<file path="config.mk">
export PLATFORM = sky130hd
export DESIGN_NAME = alu_seq
export DESIGN_NICKNAME = d
export VERILOG_FILES = /design/src/rtl/alu_pkg.sv /design/src/rtl/alu_comb.sv /design/src/rtl/alu_seq.sv
export SDC_FILE = /design/constraint.sdc
export NUM_CORES = 1
export LEC_CHECK = 0
export BUFFER_PORTS_ARGS = -buffer_cell sky130_fd_sc_hd__clkbuf_2
export CORE_ASPECT_RATIO = 1.2
export CORE_MARGIN = 4
export CORE_UTILIZATION = 39
export CTS_CLUSTER_SIZE = 25
export DETAILED_ROUTE_END_ITERATION = 16
export HOLD_SLACK_MARGIN = 0.12
export SLEW_MARGIN = 20
export SYNTH_ARGS = -nofsm -noshare
export SYNTH_HDL_FRONTEND = slang
export SYNTH_SLANG_ARGS = --single-unit
</file>
<file path="constraint.sdc">
create_clock -name clk -period 3.7 [get_ports clk]
set_clock_uncertainty 0.2 [all_clocks]
set_input_delay 0 -clock clk [delete_from_list [all_inputs] [get_ports clk]]
set_output_delay 0 -clock clk [all_outputs]
set_load 0.05 [all_outputs]
</file>
<file path="src/rtl/alu_pkg.sv">
// Shared definitions for the RV32I ALU sequencer: opcodes, FSM encoding, width default.
package alu_pkg;

   localparam int unsigned XLEN_DEFAULT = 32;

   localparam logic [3:0] OP_ADD  = 4'b0000;
   localparam logic [3:0] OP_SLL  = 4'b0001;
   localparam logic [3:0] OP_SLT  = 4'b0010;
   localparam logic [3:0] OP_SLTU = 4'b0011;
   localparam logic [3:0] OP_XOR  = 4'b0100;
   localparam logic [3:0] OP_SRL  = 4'b0101;
   localparam logic [3:0] OP_OR   = 4'b0110;
   localparam logic [3:0] OP_AND  = 4'b0111;
   localparam logic [3:0] OP_SUB  = 4'b1000;
   localparam logic [3:0] OP_SRA  = 4'b1101;

   typedef enum logic [1:0] {
      S_IDLE  = 2'd0,
      S_EXEC  = 2'd1,
      S_SHIFT = 2'd2,
      S_RESP  = 2'd3
   } state_e;

   function automatic logic is_shift(input logic [3:0] op);
      return (op == OP_SLL) || (op == OP_SRL) || (op == OP_SRA);
   endfunction

endpackage

</file>
<file path="src/rtl/alu_comb.sv">
// Combinational non-shift ALU functions; unknown and shift codes yield zero.
module alu_comb
   import alu_pkg::*;
#(
   parameter int unsigned W = XLEN_DEFAULT
) (
   input  logic [3:0]   op_i,
   input  logic [W-1:0] a_i,
   input  logic [W-1:0] b_i,
   output logic [W-1:0] y_o
);

   logic [W-1:0] and_y;
   logic [W-1:0] or_y;
   logic [W-1:0] xor_y;
   logic [W-1:0] add_y;
   logic [W-1:0] sub_y;
   logic [W-1:0] slt_y;
   logic [W-1:0] sltu_y;

   assign and_y  = a_i & b_i;
   assign or_y   = a_i | b_i;
   assign xor_y  = a_i ^ b_i;
   assign add_y  = a_i + b_i;
   assign sub_y  = a_i - b_i;
   assign slt_y  = {{(W-1){1'b0}}, ($signed(a_i) < $signed(b_i))};
   assign sltu_y = {{(W-1){1'b0}}, (a_i < b_i)};

   always_comb begin
      y_o = '0;
      case (op_i)
         OP_ADD:  y_o = add_y;
         OP_SUB:  y_o = sub_y;
         OP_SLT:  y_o = slt_y;
         OP_SLTU: y_o = sltu_y;
         OP_XOR:  y_o = xor_y;
         OP_OR:   y_o = or_y;
         OP_AND:  y_o = and_y;
         default: y_o = '0;
      endcase
   end

endmodule

</file>
<file path="src/rtl/alu_seq.sv">
// Multi-cycle ALU sequencer: single-cycle non-shift ops, bit-serial shifts,
// registered result on a valid/ready response channel.
module alu_seq
   import alu_pkg::*;
#(
   parameter int unsigned XLEN = XLEN_DEFAULT
) (
   input  logic            clk,
   input  logic            rst_n,
   input  logic            req_valid,
   output logic            req_ready,
   input  logic [3:0]      req_op,
   input  logic [XLEN-1:0] req_a,
   input  logic [XLEN-1:0] req_b,
   output logic            rsp_valid,
   input  logic            rsp_ready,
   output logic [XLEN-1:0] rsp_y,
   output logic            busy
);

   state_e          state_q, state_d;
   logic [3:0]      op_q, op_d;
   logic [XLEN-1:0] a_q, a_d;
   logic [XLEN-1:0] b_q, b_d;
   logic [XLEN-1:0] sreg_q, sreg_d;
   logic [4:0]      cnt_q, cnt_d;
   logic [XLEN-1:0] y_q, y_d;
   logic [XLEN-1:0] comb_y;

   alu_comb #(.W(XLEN)) u_comb (
      .op_i (op_q),
      .a_i  (a_q),
      .b_i  (b_q),
      .y_o  (comb_y)
   );

   always_ff @(posedge clk) begin
      if (!rst_n) begin
         state_q <= S_IDLE;
         op_q    <= '0;
         a_q     <= '0;
         b_q     <= '0;
         sreg_q  <= '0;
         cnt_q   <= '0;
         y_q     <= '0;
      end else begin
         state_q <= state_d;
         op_q    <= op_d;
         a_q     <= a_d;
         b_q     <= b_d;
         sreg_q  <= sreg_d;
         cnt_q   <= cnt_d;
         y_q     <= y_d;
      end
   end

   always_comb begin
      state_d = state_q;
      op_d    = op_q;
      a_d     = a_q;
      b_d     = b_q;
      sreg_d  = sreg_q;
      cnt_d   = cnt_q;
      y_d     = y_q;
      case (state_q)
         S_IDLE: begin
            if (req_valid) begin
               op_d = req_op;
               a_d  = req_a;
               b_d  = req_b;
               if (is_shift(req_op)) begin
                  sreg_d  = req_a;
                  cnt_d   = req_b[4:0];
                  state_d = S_SHIFT;
               end else begin
                  state_d = S_EXEC;
               end
            end
         end
         S_EXEC: begin
            y_d     = comb_y;
            state_d = S_RESP;
         end
         S_SHIFT: begin
            if (cnt_q != 5'd0) begin
               cnt_d = cnt_q - 5'd1;
               case (op_q)
                  OP_SLL:  sreg_d = {sreg_q[XLEN-2:0], 1'b0};
                  OP_SRA:  sreg_d = {sreg_q[XLEN-1], sreg_q[XLEN-1:1]};
                  default: sreg_d = {1'b0, sreg_q[XLEN-1:1]};
               endcase
            end else begin
               y_d     = sreg_q;
               state_d = S_RESP;
            end
         end
         S_RESP: begin
            if (rsp_ready) state_d = S_IDLE;
         end
         default: state_d = S_IDLE;
      endcase
   end

   // req_ready also depends on rst_n so nothing is accepted while reset is held
   always_comb begin
      req_ready = (state_q == S_IDLE) && rst_n;
      rsp_valid = (state_q == S_RESP);
      busy      = (state_q != S_IDLE);
      rsp_y     = y_q;
   end

endmodule

</file>
==> flow_metrics.tcl <==
set metrics [dict create \
    p_int_mw 5.05 \
    drt_iter0_markers 849 \
    met2_usage 0.443 \
    whs_ns 0.209 \
    comb_power_share 0.555 \
    period_minus_slack_ns 3.53 \
    fillers 2659 \
    synthCells 1480 \
    antenna_cells 0 \
    timing.rr.start "a_q[16]" \
    crit_fanout 7 \
    gr-total-overflow 0 \
    cp_data_required_time_ns 3.86 \
    setup_viol_count_final 0 \
    numCtsBuffers 17 \
    setup_ws_ns 0.171 \
    ys_top_cells_by_count "nand2_1 (249), a21oi_1 (178), dfxtp_1 (139), inv_1 (110), ha_1 (108)" \
    io_buffers 106 \
    max-vdd-ir-drop_v 0.000434 \
    power.switching_mw 4.62 \
    pwr-share-seq 0.247 \
    critPathCaptureType "flop" \
    clkTransAtPathRegs_ns 0.06 \
    dp_hpwl_um 26700 \
    syn_nets 1662 \
    grt_max_degree 69 \
    drv_slew 0 \
    via_count 11600 \
    drt-pass1-iter-count 6 \
    row_count 66 \
    yosysWarnings 0 \
    start_util 0.400 \
    pwr-share-clk 0.198 \
    wl_um 38400 \
    ys_types 84 \
    clockBufferDepth 2 \
    die_area_um2 30800 \
    arrival_ns 3.69 \
    hp-class "in2reg" \
    worst_hold_path.endpoint "cnt_q[0]" \
    yosys.cell_count.top_type "nand2_1" \
    power_density_nw_per_um2 695 \
    cts_sinks 139 \
    rsz0062_at_grt "true" \
    globalplace.congestion 0.935 \
    r2r-end "rsp_y[30]" \
    ios 107 \
    cts_tree "built" \
    synth_ff_type "dfxtp_1" \
    coreArea_um2 27300 \
    worst_pin_slew_ns 0.799 \
    ant_nets 0 \
    synthArstFlopShare 0 \
    relSlewSlack 0.453 \
    worst_setup_path_start_kind "flop" \
    path_class "reg2reg" \
    drive_above_1_share 0.139 \
    worstHoldStart "req_b[0]" \
    min_path_cells 4 \
    swShare 0.478 \
    antenna_found_initial 0 \
    synth.top_cell.area_share 0.255 \
    route.detailed.drc 0 \
    area_growth_pct 27.3 \
    cts.htree.levels 4 \
    busiest_layer "met2" \
    post-place-ws_ns 0.135 \
    met1_usage 0.300 \
    synth-seq-cells 139 \
    fin_crit_sh 0.954 \
    die_x_um 161 \
    syn_avg_cell_area_um2 7.39 \
    fp.dieH_um 191 \
    nets 1865 \
    wire_per_inst_um 18.6 \
    ys_seq_area_frac 0.255 \
    fmax_ghz 0.283 \
    synth.area.top_cells "dfxtp_1 (25%), ha_1 (12%), nand2_1 (8.6%)" \
    synth_edf_count 0 \
    clk_latency_ns 0.44 \
    root_buffer "clkbuf_16" \
    status "finished clean" \
    met3_usage 0.0287 \
    grt_pass1_vias 11500 \
    p_leak_nw 5.65 \
    grt_pass1_wl_um 61200 \
    hold_viol 0 \
    yosys.area.top_type "dfxtp_1" \
    grtUsageTotal 0.245 \
    cap_violations 0 \
    viasPerCell 5.58 \
    reg2reg_slack_ns 0.17 \
    synth_area_um2 10900 \
    worst-r2r-cell-count 12 \
]
layout make-up:
class | instances | area (um^2) | share of cell area
Clock buffer | 22 | 474 | 0.0341
Tap cell | 374 | 468 | 0.0336
Inverter | 114 | 428 | 0.0308
Sequential cell | 139 | 2780 | 0.200
Timing Repair Buffer | 292 | 2280 | 0.164
Clock inverter | 10 | 164 | 0.0118
Multi-Input combinational cell | 1119 | 7320 | 0.526
flip-flops by register name, indices dropped and copies added (netlist names):
register,count
b_q,32
op_q,4
sreg_q,32
cnt_q,5
a_q,32
rsp_y,32
state_q,2
cells in the final DEF, fill, tap and decap left out, types with 9 or more instances in the layout:
| cell | synthesis | routed |
|---|---|---|
| clkbuf_2 | 0 | 106 |
| nor2_1 | 86 | 86 |
| o211ai_1 | 47 | 47 |
| nor2b_1 | 12 | 12 |
| dlygate4sd3_1 | 0 | 138 |
| nand2_1 | 249 | 248 |
| inv_1 | 110 | 109 |
| a21oi_1 | 178 | 178 |
| o21ai_0 | 70 | 70 |
| a211oi_1 | 12 | 12 |
| clkbuf_16 | 0 | 17 |
| a221oi_1 | 18 | 15 |
| a21o_1 | 10 | 10 |
| mux2i_1 | 38 | 38 |
| nand3_1 | 21 | 21 |
| buf_4 | 4 | 47 |
| a21boi_0 | 50 | 50 |
| a31oi_1 | 11 | 11 |
| o41ai_1 | 10 | 9 |
| nor3_1 | 24 | 22 |
| nand4_1 | 9 | 9 |
| dfxtp_1 | 139 | 139 |
| xnor2_1 | 16 | 16 |
| ha_1 | 108 | 103 |
logic make-up after synthesis:
family / count (synthesis) / synth area share
muxes: 43 / 0.0399
DFF: 139 / 0.255
and+or+nand+nor: 453 / 0.181
AOI/OAI and AO/OA: 496 / 0.299
buffers and inverters: 222 / 0.0849
adders and majority gates: 110 / 0.127
xor gates and xnor gates: 17 / 0.0136
how the worst max path moves through the flow:
stage,startpoint,endpoint,cells past startpoint
6_report,a_q[16],rsp_y[30],12
5_1_grt,b_q[0],rsp_y[0],14
4_1_cts,a_q[15],rsp_y[0],13
3_5_place_dp,b_q[0],rsp_y[12],14
3_3_place_gp,a_q[0],rsp_y[12],15
2_1_floorplan,a_q[0],rsp_y[12],15
critical path, stage by stage (launching register included):
cell and delay (ns):
dfxtp_1 0.39, inv_1 0.06, ha_1 0.43, inv_2 0.18, nand3_2 0.12, or4_1 0.53
a31oi_2 0.30, o21ai_2 0.16, or4_4 0.50, a21oi_2 0.18, o21a_1 0.15, o21ai_1 0.07
a31oi_1 0.17
per-layer routing:
layer	vias to the layer above	wire (um)	share of wire
met2	347	19200	0.50
li1	5608	-	-
met4	0	933	0.024
met5	-	0	0
met1	5532	16600	0.43
met3	65	1700	0.044
per-stage QoR:
step                      power, mW   util  area [um^2]  cells  TNS [ns]
after detailed placement       7.43  0.432        11800   1899         0
after global routing           10.3  0.509        13900   2070   -0.0625
final                          9.66  0.509        13900   2070         0
after CTS                      9.57  0.506        13800   2069         0
after global placement         7.37  0.432        11800   1899         0
after floorplan                5.95      -        10900   1480         0
power by group through the flow:
| stage | clock, mW | combinational (mW) | sequential [mW] |
|---|---|---|---|
| after CTS | 1.93 | 5.26 | 2.38 |
| after detailed placement | 0 | 5.03 | 2.41 |
| after global placement | 0 | 4.98 | 2.39 |
| final | 1.91 | 5.37 | 2.39 |
| after global routing | 1.99 | 5.85 | 2.44 |
| after floorplan | 0 | 3.38 | 2.56 |
what timing repair did:
action / 4_1_cts / 5_1_grt
buffers inserted: 0 / 0
gates resized for setup: 0 / 14
endpoints found under the hold margin: 135 / 0
setup endpoints to repair: 0 / 7
hold buffers: 138 / 0
No activity file was read; power rests on OpenSTA's default activity.
